**src/rtl/mips_pkg.sv**
```systemverilog
// Shared definitions for the execute stage.
// Holds the ALU operation codes, the forward-select encodings, the mul/div
// FSM state type and two small helpers: an operand-forwarding mux and a
// decoder for the mul/div operation class.
package mips_pkg;

  localparam logic [5:0] OP_SLL   = 6'h00;
  localparam logic [5:0] OP_SRL   = 6'h02;
  localparam logic [5:0] OP_SRA   = 6'h03;
  localparam logic [5:0] OP_LUI   = 6'h0F;
  localparam logic [5:0] OP_MFHI  = 6'h10;
  localparam logic [5:0] OP_MFLO  = 6'h12;
  localparam logic [5:0] OP_MULT  = 6'h18;
  localparam logic [5:0] OP_MULTU = 6'h19;
  localparam logic [5:0] OP_DIV   = 6'h1A;
  localparam logic [5:0] OP_DIVU  = 6'h1B;
  localparam logic [5:0] OP_ADD   = 6'h20;
  localparam logic [5:0] OP_SUB   = 6'h22;
  localparam logic [5:0] OP_AND   = 6'h24;
  localparam logic [5:0] OP_OR    = 6'h25;
  localparam logic [5:0] OP_XOR   = 6'h26;
  localparam logic [5:0] OP_NOR   = 6'h27;
  localparam logic [5:0] OP_SLT   = 6'h2A;
  localparam logic [5:0] OP_SLTU  = 6'h2B;

  localparam logic [1:0] FWD_RF  = 2'b00;
  localparam logic [1:0] FWD_WB  = 2'b01;
  localparam logic [1:0] FWD_MEM = 2'b10;

  typedef enum logic {IDLE, BUSY} md_state_t;

  function automatic logic is_muldiv(input logic [5:0] op);
    return (op == OP_MULT) || (op == OP_MULTU) || (op == OP_DIV) || (op == OP_DIVU);
  endfunction

  // Select 2'b11 falls back to the register file value.
  function automatic logic [31:0] fwd_mux(input logic [1:0] sel, input logic [31:0] rf,
                                          input logic [31:0] wb, input logic [31:0] mem);
    case (sel)
      FWD_WB:  return wb;
      FWD_MEM: return mem;
      default: return rf;
    endcase
  endfunction

endpackage

```
**src/rtl/muldiv_unit.sv**
```systemverilog
// Iterative multiply/divide unit with architectural HI/LO registers.
// Ports:
//   i_clk, i_reset  clock and synchronous active-high reset
//   i_start         accept i_op/i_a/i_b (only honoured while idle)
//   i_op            MULT/MULTU/DIV/DIVU code
//   i_a, i_b        operands (A = multiplier/dividend, B = multiplicand/divisor)
//   o_busy          high while an operation is in flight (FSM state == BUSY)
//   o_hi, o_lo      HI/LO registers
// Operands are reduced to magnitudes on accept; one shift-add or restoring
// subtract step runs per cycle and the sign fix-up is applied on the final
// step, which writes HI/LO on the MD_ITER-th edge after accept.
module muldiv_unit
  import mips_pkg::*;
#(
  parameter int MD_ITER = 32
) (
  input  logic        i_clk,
  input  logic        i_reset,
  input  logic        i_start,
  input  logic [5:0]  i_op,
  input  logic [31:0] i_a,
  input  logic [31:0] i_b,
  output logic        o_busy,
  output logic [31:0] o_hi,
  output logic [31:0] o_lo
);

  localparam int CW = $clog2(MD_ITER);

  md_state_t r_state, w_state_nx;
  logic          w_last;
  logic [CW-1:0] r_cnt;
  logic          r_is_div, r_neg_q, r_neg_r, r_dz;
  logic [31:0]   r_b, r_acc, r_q, r_hi, r_lo;

  logic        w_signed;
  logic [32:0] w_mul_sum, w_div_sh;
  logic        w_div_ge;
  logic [31:0] w_div_sub, w_acc_nx, w_q_nx, w_quot, w_rem, w_hi_fix, w_lo_fix;
  logic [63:0] w_prod, w_prod_fix;

  always_ff @(posedge i_clk) begin
    if (i_reset) r_state <= IDLE;
    else         r_state <= w_state_nx;
  end

  always_comb begin
    w_state_nx = r_state;
    w_last     = 1'b0;
    case (r_state)
      IDLE: if (i_start) w_state_nx = BUSY;
      BUSY: if (r_cnt == CW'(MD_ITER - 1)) begin
        w_state_nx = IDLE;
        w_last     = 1'b1;
      end
      default: w_state_nx = IDLE;
    endcase
  end

  assign w_signed = (i_op == OP_MULT) || (i_op == OP_DIV);

  // Multiply: {r_acc, r_q} is the shifting product, r_q starts as multiplier.
  assign w_mul_sum = r_q[0] ? ({1'b0, r_acc} + {1'b0, r_b}) : {1'b0, r_acc};
  // Divide: r_acc is the partial remainder, r_q shifts the dividend out and
  // the quotient in. The difference always fits 32 bits when taken.
  assign w_div_sh  = {r_acc, r_q[31]};
  assign w_div_ge  = w_div_sh >= {1'b0, r_b};
  assign w_div_sub = w_div_sh[31:0] - r_b;

  assign w_acc_nx = r_is_div ? (w_div_ge ? w_div_sub : w_div_sh[31:0]) : w_mul_sum[32:1];
  assign w_q_nx   = r_is_div ? {r_q[30:0], w_div_ge} : {w_mul_sum[0], r_q[31:1]};

  assign w_prod     = {w_acc_nx, w_q_nx};
  assign w_prod_fix = r_neg_q ? (64'd0 - w_prod) : w_prod;
  // Divide by zero leaves |A| in the remainder, so the normal remainder
  // sign fix-up restores A exactly; only the quotient needs forcing.
  assign w_quot   = r_dz ? 32'hFFFF_FFFF : (r_neg_q ? (32'd0 - w_q_nx) : w_q_nx);
  assign w_rem    = r_neg_r ? (32'd0 - w_acc_nx) : w_acc_nx;
  assign w_hi_fix = r_is_div ? w_rem  : w_prod_fix[63:32];
  assign w_lo_fix = r_is_div ? w_quot : w_prod_fix[31:0];

  always_ff @(posedge i_clk) begin
    if (i_reset) begin
      r_cnt    <= '0;
      r_is_div <= 1'b0;
      r_neg_q  <= 1'b0;
      r_neg_r  <= 1'b0;
      r_dz     <= 1'b0;
      r_b      <= '0;
      r_acc    <= '0;
      r_q      <= '0;
      r_hi     <= '0;
      r_lo     <= '0;
    end else if (r_state == IDLE) begin
      if (i_start) begin
        r_is_div <= (i_op == OP_DIV) || (i_op == OP_DIVU);
        r_neg_q  <= w_signed && (i_a[31] ^ i_b[31]);
        r_neg_r  <= w_signed && i_a[31];
        r_dz     <= (i_b == 32'd0);
        r_q      <= (w_signed && i_a[31]) ? (32'd0 - i_a) : i_a;
        r_b      <= (w_signed && i_b[31]) ? (32'd0 - i_b) : i_b;
        r_acc    <= '0;
        r_cnt    <= '0;
      end
    end else begin
      r_acc <= w_acc_nx;
      r_q   <= w_q_nx;
      r_cnt <= r_cnt + 1'b1;
      if (w_last) begin
        r_hi <= w_hi_fix;
        r_lo <= w_lo_fix;
      end
    end
  end

  assign o_busy = (r_state == BUSY);
  assign o_hi   = r_hi;
  assign o_lo   = r_lo;

endmodule

```
**src/rtl/ex_stage.sv**
```systemverilog
// Execute stage: operand forwarding, single-cycle ALU, destination select,
// and the stall generated by the iterative mul/div unit.
// Ports:
//   clk, reset                     clock, synchronous active-high reset
//   valid_ex_i, alu_op_ex_i        instruction valid and operation code
//   alu_src_ex_i, reg_dst_ex_i     operand B / destination selects
//   rt_ex_i, rd_ex_i               register indices
//   r_data_p1/p2_ex_i, sign_imm    regfile values and immediate (shamt [10:6])
//   fwd_a/b_ex_i                   forward selects (RF/WB/MEM)
//   alu_out_mem_i, result_wb_i     forwarding sources
//   alu_out_ex_o, wr_data_ex_o     result and store data
//   wr_reg_ex_o, stall_ex_o        destination index and upstream stall
//   hi_o, lo_o                     HI/LO registers
// Stall semantics: stall_ex_o=1 means this cycle's instruction is not
// consumed; upstream must hold it unchanged until stall_ex_o drops.
module ex_stage
  import mips_pkg::*;
#(
  parameter int DW      = 32,
  parameter int MD_ITER = 32
) (
  input  logic          clk,
  input  logic          reset,
  input  logic          valid_ex_i,
  input  logic [5:0]    alu_op_ex_i,
  input  logic          alu_src_ex_i,
  input  logic          reg_dst_ex_i,
  input  logic [4:0]    rt_ex_i,
  input  logic [4:0]    rd_ex_i,
  input  logic [DW-1:0] r_data_p1_ex_i,
  input  logic [DW-1:0] r_data_p2_ex_i,
  input  logic [DW-1:0] sign_imm_ex_i,
  input  logic [1:0]    fwd_a_ex_i,
  input  logic [1:0]    fwd_b_ex_i,
  input  logic [DW-1:0] alu_out_mem_i,
  input  logic [DW-1:0] result_wb_i,
  output logic [DW-1:0] alu_out_ex_o,
  output logic [DW-1:0] wr_data_ex_o,
  output logic [4:0]    wr_reg_ex_o,
  output logic          stall_ex_o,
  output logic [DW-1:0] hi_o,
  output logic [DW-1:0] lo_o
);

  logic [DW-1:0] w_a, w_fwd_b, w_b, w_hi, w_lo, w_alu;
  logic [4:0]    w_shamt;
  logic          w_md_op, w_busy, w_start;

  assign w_a     = fwd_mux(fwd_a_ex_i, r_data_p1_ex_i, result_wb_i, alu_out_mem_i);
  assign w_fwd_b = fwd_mux(fwd_b_ex_i, r_data_p2_ex_i, result_wb_i, alu_out_mem_i);
  assign w_b     = alu_src_ex_i ? sign_imm_ex_i : w_fwd_b;
  assign w_shamt = sign_imm_ex_i[10:6];

  always_comb begin
    w_alu = '0;
    case (alu_op_ex_i)
      OP_ADD:  w_alu = w_a + w_b;
      OP_SUB:  w_alu = w_a - w_b;
      OP_AND:  w_alu = w_a & w_b;
      OP_OR:   w_alu = w_a | w_b;
      OP_XOR:  w_alu = w_a ^ w_b;
      OP_NOR:  w_alu = ~(w_a | w_b);
      OP_SLT:  w_alu = ($signed(w_a) < $signed(w_b)) ? 32'd1 : 32'd0;
      OP_SLTU: w_alu = (w_a < w_b) ? 32'd1 : 32'd0;
      OP_SLL:  w_alu = w_b << w_shamt;
      OP_SRL:  w_alu = w_b >> w_shamt;
      OP_SRA:  w_alu = $signed(w_b) >>> w_shamt;
      OP_LUI:  w_alu = w_b << 16;
      OP_MFHI: w_alu = w_hi;
      OP_MFLO: w_alu = w_lo;
      default: w_alu = '0;
    endcase
  end

  assign w_md_op = is_muldiv(alu_op_ex_i);
  assign w_start = valid_ex_i && w_md_op && !w_busy;

  muldiv_unit #(.MD_ITER(MD_ITER)) u_muldiv (
    .i_clk   (clk),
    .i_reset (reset),
    .i_start (w_start),
    .i_op    (alu_op_ex_i),
    .i_a     (w_a),
    .i_b     (w_b),
    .o_busy  (w_busy),
    .o_hi    (w_hi),
    .o_lo    (w_lo)
  );

  assign stall_ex_o   = w_busy && valid_ex_i &&
                        (w_md_op || (alu_op_ex_i == OP_MFHI) || (alu_op_ex_i == OP_MFLO));
  assign alu_out_ex_o = w_alu;
  assign wr_data_ex_o = w_fwd_b;
  assign wr_reg_ex_o  = reg_dst_ex_i ? rd_ex_i : rt_ex_i;
  assign hi_o         = w_hi;
  assign lo_o         = w_lo;

endmodule

```
**config.mk**
```make
export PLATFORM = sky130hd
export DESIGN_NAME = ex_stage
export DESIGN_NICKNAME = d
export VERILOG_FILES = /design/src/rtl/mips_pkg.sv /design/src/rtl/muldiv_unit.sv /design/src/rtl/ex_stage.sv
export SDC_FILE = /design/constraint.sdc
export NUM_CORES = 1
export LEC_CHECK = 0
export ABC_CLOCK_PERIOD_IN_PS = 10000
export CAP_MARGIN = 20
export CORE_ASPECT_RATIO = 0.5
export CORE_MARGIN = 2
export CORE_UTILIZATION = 30
export DETAILED_ROUTE_END_ITERATION = 10
export GPL_TIMING_DRIVEN = 0
export HOLD_SLACK_MARGIN = 0.15
export PLACE_DENSITY_LB_ADDON = 0.08
export SLEW_MARGIN = 10
export SYNTH_ARGS = -nofsm -noshare
export SYNTH_HDL_FRONTEND = slang
export SYNTH_SLANG_ARGS = --single-unit
```
**constraint.sdc**
```tcl
create_clock -name clk -period 10 [get_ports clk]
set_input_delay 2 -clock clk [delete_from_list [all_inputs] [get_ports clk]]
set_output_delay 2 -clock clk [all_outputs]
set_load 0.03 [all_outputs]
```
==> Flow_metrics.wiki <==
{| class="wikitable"
! Metric !! Value
|-
| Status || finished, final reports clean
|-
| Total wirelength of the detailed-routed design || 169800 µm
|-
| Overall via count from detail_route || 33050
|-
| Beginning of the worst hold path || u_muldiv.r_cnt[4]
|-
| Dominant combinational cell family by area after synthesis || compound AO/OA/AOI/OAI gates
|-
| Number of CTS-inserted buffers || 17
|-
| GRT Util Overall || 37.13%
|-
| Average size of a mapped cell || between 6 and 7 µm²
|-
| Horizontal extent of the die || 415.1 µm
|-
| Ratio of final minimum period to clock period || 99.71%
|-
| Dpl hpwl || 141300 µm
|-
| Register area share after synthesis || 13.43%
|-
| Standard cell area after detailed placement || 30160 µm²
|-
| Area share of fa/ha/maj cells after synthesis || 8.758%
|-
| Flip-flop and latch count after synthesis || 170
|-
| Net count after synthesis || 4122
|-
| Post-Route M1 WL || 75110 µm
|-
| Post-CTS Hold Buffers || 0
|-
| Number of endpoints with negative hold slack in the final report || 0
|-
| Number of violations reported at the end of detailed-routing iteration 0 || 4452
|-
| Core area || 83710 µm²
|-
| Synthesized-area fraction occupied by ao, oa, aoi and oai cells || 36.41%
|-
| IO Count || between 300 and 400
|-
| Startpoint of the worst-slack reg-to-reg timing path || u_muldiv.r_b[20]
|-
| Finish-stage setup viols || 0
|-
| GRT overflow || 0
|-
| Worst voltage drop across the vdd grid || 101.2 µV
|-
| Post-detailed-route DRC marker count || 0
|-
| Total iterations of the first detailed-routing run || 6
|-
| Clock Skews || roughly 0.019 ns
|-
| Maximum count of clock buffers along a single path || 2
|-
| Leading register cell type out of synthesis || sky130_fd_sc_hd__dfxtp_1
|-
| Xor/xnor share of the synthesized area || about 5.2%
|-
| Area added between synthesis and finish || 22.22%
|-
| Wire length of the first global-routing pass || 234100 µm
|-
| Worst EP arrival || 7.97 ns
|-
| Cell area after technology mapping || 25340 µm²
|-
| Design Power || 3.178 mW
|-
| TritonCTS clock tree || done
|-
| Data required time of the worst path || around 8.0 ns
|-
| Number of enable flip-flop cells after synthesis || 0
|-
| # port buffers || 313
|-
| Classification of the worst-slack hold path || register to register
|-
| Max transition margin || 17.77%
|-
| Transition time of the tightest slew-check pin || 1.221 ns
|-
| Simple-Gate Fraction of Synth Area || 23.10%
|-
| Fin crit period || 9.971 ns
|-
| CP startpoint || fwd_b_ex_i[1]
|-
| Total number of yosys warnings || 0
|-
| Die height || approximately 210 µm
|-
| Most frequent cells in the layout || sky130_fd_sc_hd__nor2_1, sky130_fd_sc_hd__a21oi_1, sky130_fd_sc_hd__nand2_1, sky130_fd_sc_hd__clkdlybuf4s50_1, sky130_fd_sc_hd__o21ai_0
|-
| Vias in the first global route || 30490
|-
| Detailed-routed wire length on met3 || 13460 µm
|-
| Antenna-violating nets left || 0
|-
| Fraction of layout instances using a drive strength above 1 || 5.794%
|-
| Power per unit of standard cell area || a little over 100 nW/µm²
|-
| # Max-Cap Violations || 0
|-
| Unrepaired setup endpoints after global routing || yes
|-
| Max H-tree Level || 4
|-
| Worst-skew pair later-pin latency || approximately 0.48 ns
|-
| Critical-path maximum fanout || 10
|-
| Starting density of the core || between 30% and 40%
|-
| Wire length on met2 || 74720 µm
|-
| Clk Tree Root Cell || sky130_fd_sc_hd__clkbuf_16
|-
| DR vias/cell || 6.281
|-
| Final-stage net count || between 4000 and 5000
|-
| Final weighted congestion of routability-driven global placement || 1.030
|-
| Count of standard-cell rows || between 70 and 80
|-
| Final setup margin || 0.02949 ns
|-
| Critical Path End Type || output pin
|-
| Cell leakage power || 11.77 nW
|-
| Critical setup path kind || input port to output pin
|-
| Fin. max-slew vios || 0
|-
| Clk pin slew, worst setup/hold paths || 0.07 ns
|-
| Placed Cells || 5217
|-
| Overall die area || 86960 µm²
|-
| Fmax achieved || 100.3 MHz
|-
| Number of fill cells in the layout || 9265
|-
| Setup slack at placement || -2.406 ns
|-
| Crit path launch type || input port
|-
| Pin count of the biggest net entering global routing || 17
|-
| Non-Filler Cell Area, Final || 30970 µm²
|-
| Multiplexer share of the synthesized area || 6.191%
|-
| Number of standard cells after synthesis || 3762
|-
| Most common library cell in the layout ignoring fill and taps || sky130_fd_sc_hd__nor2_1
|-
| Post-synth cell types || a little over 90
|-
| Initial antenna violation count || 7
|-
| CTS sink count || 170
|-
| Fraction of registers with async set or reset after synthesis || 0%
|-
| Post-detailed-route wirelength per cell || between 30 and 40 µm
|-
| DR top layer || met5
|-
| Count of non-filler cells in the finished layout || 5262
|}
-- where the power goes --
group          internal (mW)  total (mW)  leakage, nW  switching [mW]
sequential             0.682       0.691         1.37         0.00918
clock                  0.331       0.657        0.260           0.326
combinational          0.592        1.83         10.1            1.24
total                   1.61        3.18         11.8            1.57
-- kinds of logic (layout without fill, tap and decap cells) --
logic type,count (synthesis),after routing
buffers and inverters,459,839
XOR/XNOR,150,150
AO/OA/AOI/OAI,1386,1386
adder cells (fa/ha/maj),175,175
multiplexers,143,143
other,0,4
AND/OR/NAND/NOR,1279,1279
flip-flops,170,170
-- Yosys cell counts, types with 32 or more instances --
master / n / share of area (%)
sky130_fd_sc_hd__nor3_1: 98 / 1.9
sky130_fd_sc_hd__buf_1: 37 / 0.55
sky130_fd_sc_hd__o211ai_1: 37 / 1.1
sky130_fd_sc_hd__mux2i_1: 105 / 4.1
sky130_fd_sc_hd__nand2_1: 363 / 5.4
sky130_fd_sc_hd__ha_1: 171 / 8.4
sky130_fd_sc_hd__nor2b_1: 38 / 0.94
sky130_fd_sc_hd__nor2_1: 450 / 6.7
sky130_fd_sc_hd__nand3_1: 74 / 1.5
sky130_fd_sc_hd__nand2b_1: 36 / 0.89
sky130_fd_sc_hd__a21oi_1: 393 / 7.8
sky130_fd_sc_hd__and3_1: 39 / 0.96
sky130_fd_sc_hd__xor2_1: 36 / 1.2
sky130_fd_sc_hd__o31ai_1: 32 / 0.95
sky130_fd_sc_hd__clkbuf_1: 223 / 3.3
sky130_fd_sc_hd__inv_1: 176 / 2.6
sky130_fd_sc_hd__xnor2_1: 114 / 3.9
sky130_fd_sc_hd__a221oi_1: 48 / 1.7
sky130_fd_sc_hd__dfxtp_1: 170 / 13
sky130_fd_sc_hd__a211oi_1: 152 / 4.5
sky130_fd_sc_hd__a221o_1: 49 / 1.9
sky130_fd_sc_hd__a21o_1: 41 / 1.2
sky130_fd_sc_hd__o21ai_0: 245 / 4.8
sky130_fd_sc_hd__a22oi_1: 57 / 1.7
sky130_fd_sc_hd__a31oi_1: 47 / 1.2
-- repair_timing --
action,in CTS,in global routing
pin swaps,4,4
endpoints found under the hold margin,0,0
endpoints found under the setup margin,32,16
buffers inserted,3,4
gates resized for setup,83,44
-- path summary, 6_finish.rpt --
path	slack [ns]	to	depth (start not counted)
worst min-delay path	0.48	u_muldiv.r_cnt[4]	2
worst max register to register	2.70	u_muldiv.o_hi[24]	21
worst min register to register	0.48	u_muldiv.r_cnt[4]	2
worst max-delay path	0.03	alu_out_ex_o[12]	17
-- per-stage QoR --
| stage | utilization, % | hold slack, ns | setup TNS (ns) |
|---|---|---|---|
| CTS | 36.88 | 0.4775 | 0 |
| finish | 37.00 | 0.4793 | 0 |
| detailed placement | 36.03 | 0.4682 | -31.28 |
| floorplan | - | 0.4486 | 0 |
| global placement | 35.69 | 0.4614 | -70.61 |
| global route | 36.99 | 0.5171 | -0.1892 |
-- state kept, by name, indices dropped and copies added, names as in the netlist --
register / cells
u_muldiv.o_lo: 32
u_muldiv.o_hi: 32
u_muldiv.r_neg_r: 1
u_muldiv.r_cnt: 5
u_muldiv.o_busy: 1
u_muldiv.r_acc: 32
u_muldiv.r_dz: 1
u_muldiv.r_is_div: 1
u_muldiv.r_q: 32
u_muldiv.r_neg_q: 1
u_muldiv.r_b: 32
-- critical path, cell delays in order --
cell and delay (ns):
sky130_fd_sc_hd__clkdlybuf4s50_1 0.52, sky130_fd_sc_hd__inv_1 0.06, sky130_fd_sc_hd__ha_1 0.29, sky130_fd_sc_hd__clkbuf_4 0.24, sky130_fd_sc_hd__clkbuf_4 0.24, sky130_fd_sc_hd__a221oi_1 0.80, sky130_fd_sc_hd__o31a_1 0.63, sky130_fd_sc_hd__inv_1 0.43
sky130_fd_sc_hd__a21oi_1 0.38, sky130_fd_sc_hd__mux2i_1 0.16, sky130_fd_sc_hd__mux2i_1 0.29, sky130_fd_sc_hd__mux2i_1 0.18, sky130_fd_sc_hd__o21ai_0 0.28, sky130_fd_sc_hd__o21ai_0 0.27, sky130_fd_sc_hd__a22oi_1 0.31, sky130_fd_sc_hd__nand3_1 0.21
sky130_fd_sc_hd__clkdlybuf4s50_1 0.66
-- final cells by class --
| type | count | area, µm² | area share (%) |
|---|---|---|---|
| Sequential cell | 170 | 3403 | 10.99 |
| Clock inverter | 13 | 111.4 | 0.3595 |
| Clock buffer | 19 | 442.9 | 1.430 |
| Antenna cell | 4 | 10.01 | 0.03232 |
| Buffer | 272 | 1110 | 3.583 |
| Tap cell | 1116 | 1396 | 4.508 |
| Inverter | 183 | 690.7 | 2.230 |
| Multi-Input combinational cell | 3133 | 20400 | 65.86 |
| Timing Repair Buffer | 352 | 3410 | 11.01 |
-- routing by layer --
| metal | track usage [%] | vias up |
|---|---|---|
| met5 | 0 | - |
| met4 | 12.58 | 4 |
| met3 | 4.447 | 276 |
| met2 | 59.28 | 1849 |
| met1 | 51.69 | 16250 |
| li1 | - | 14670 |
(Power assumes the default switching activity.)
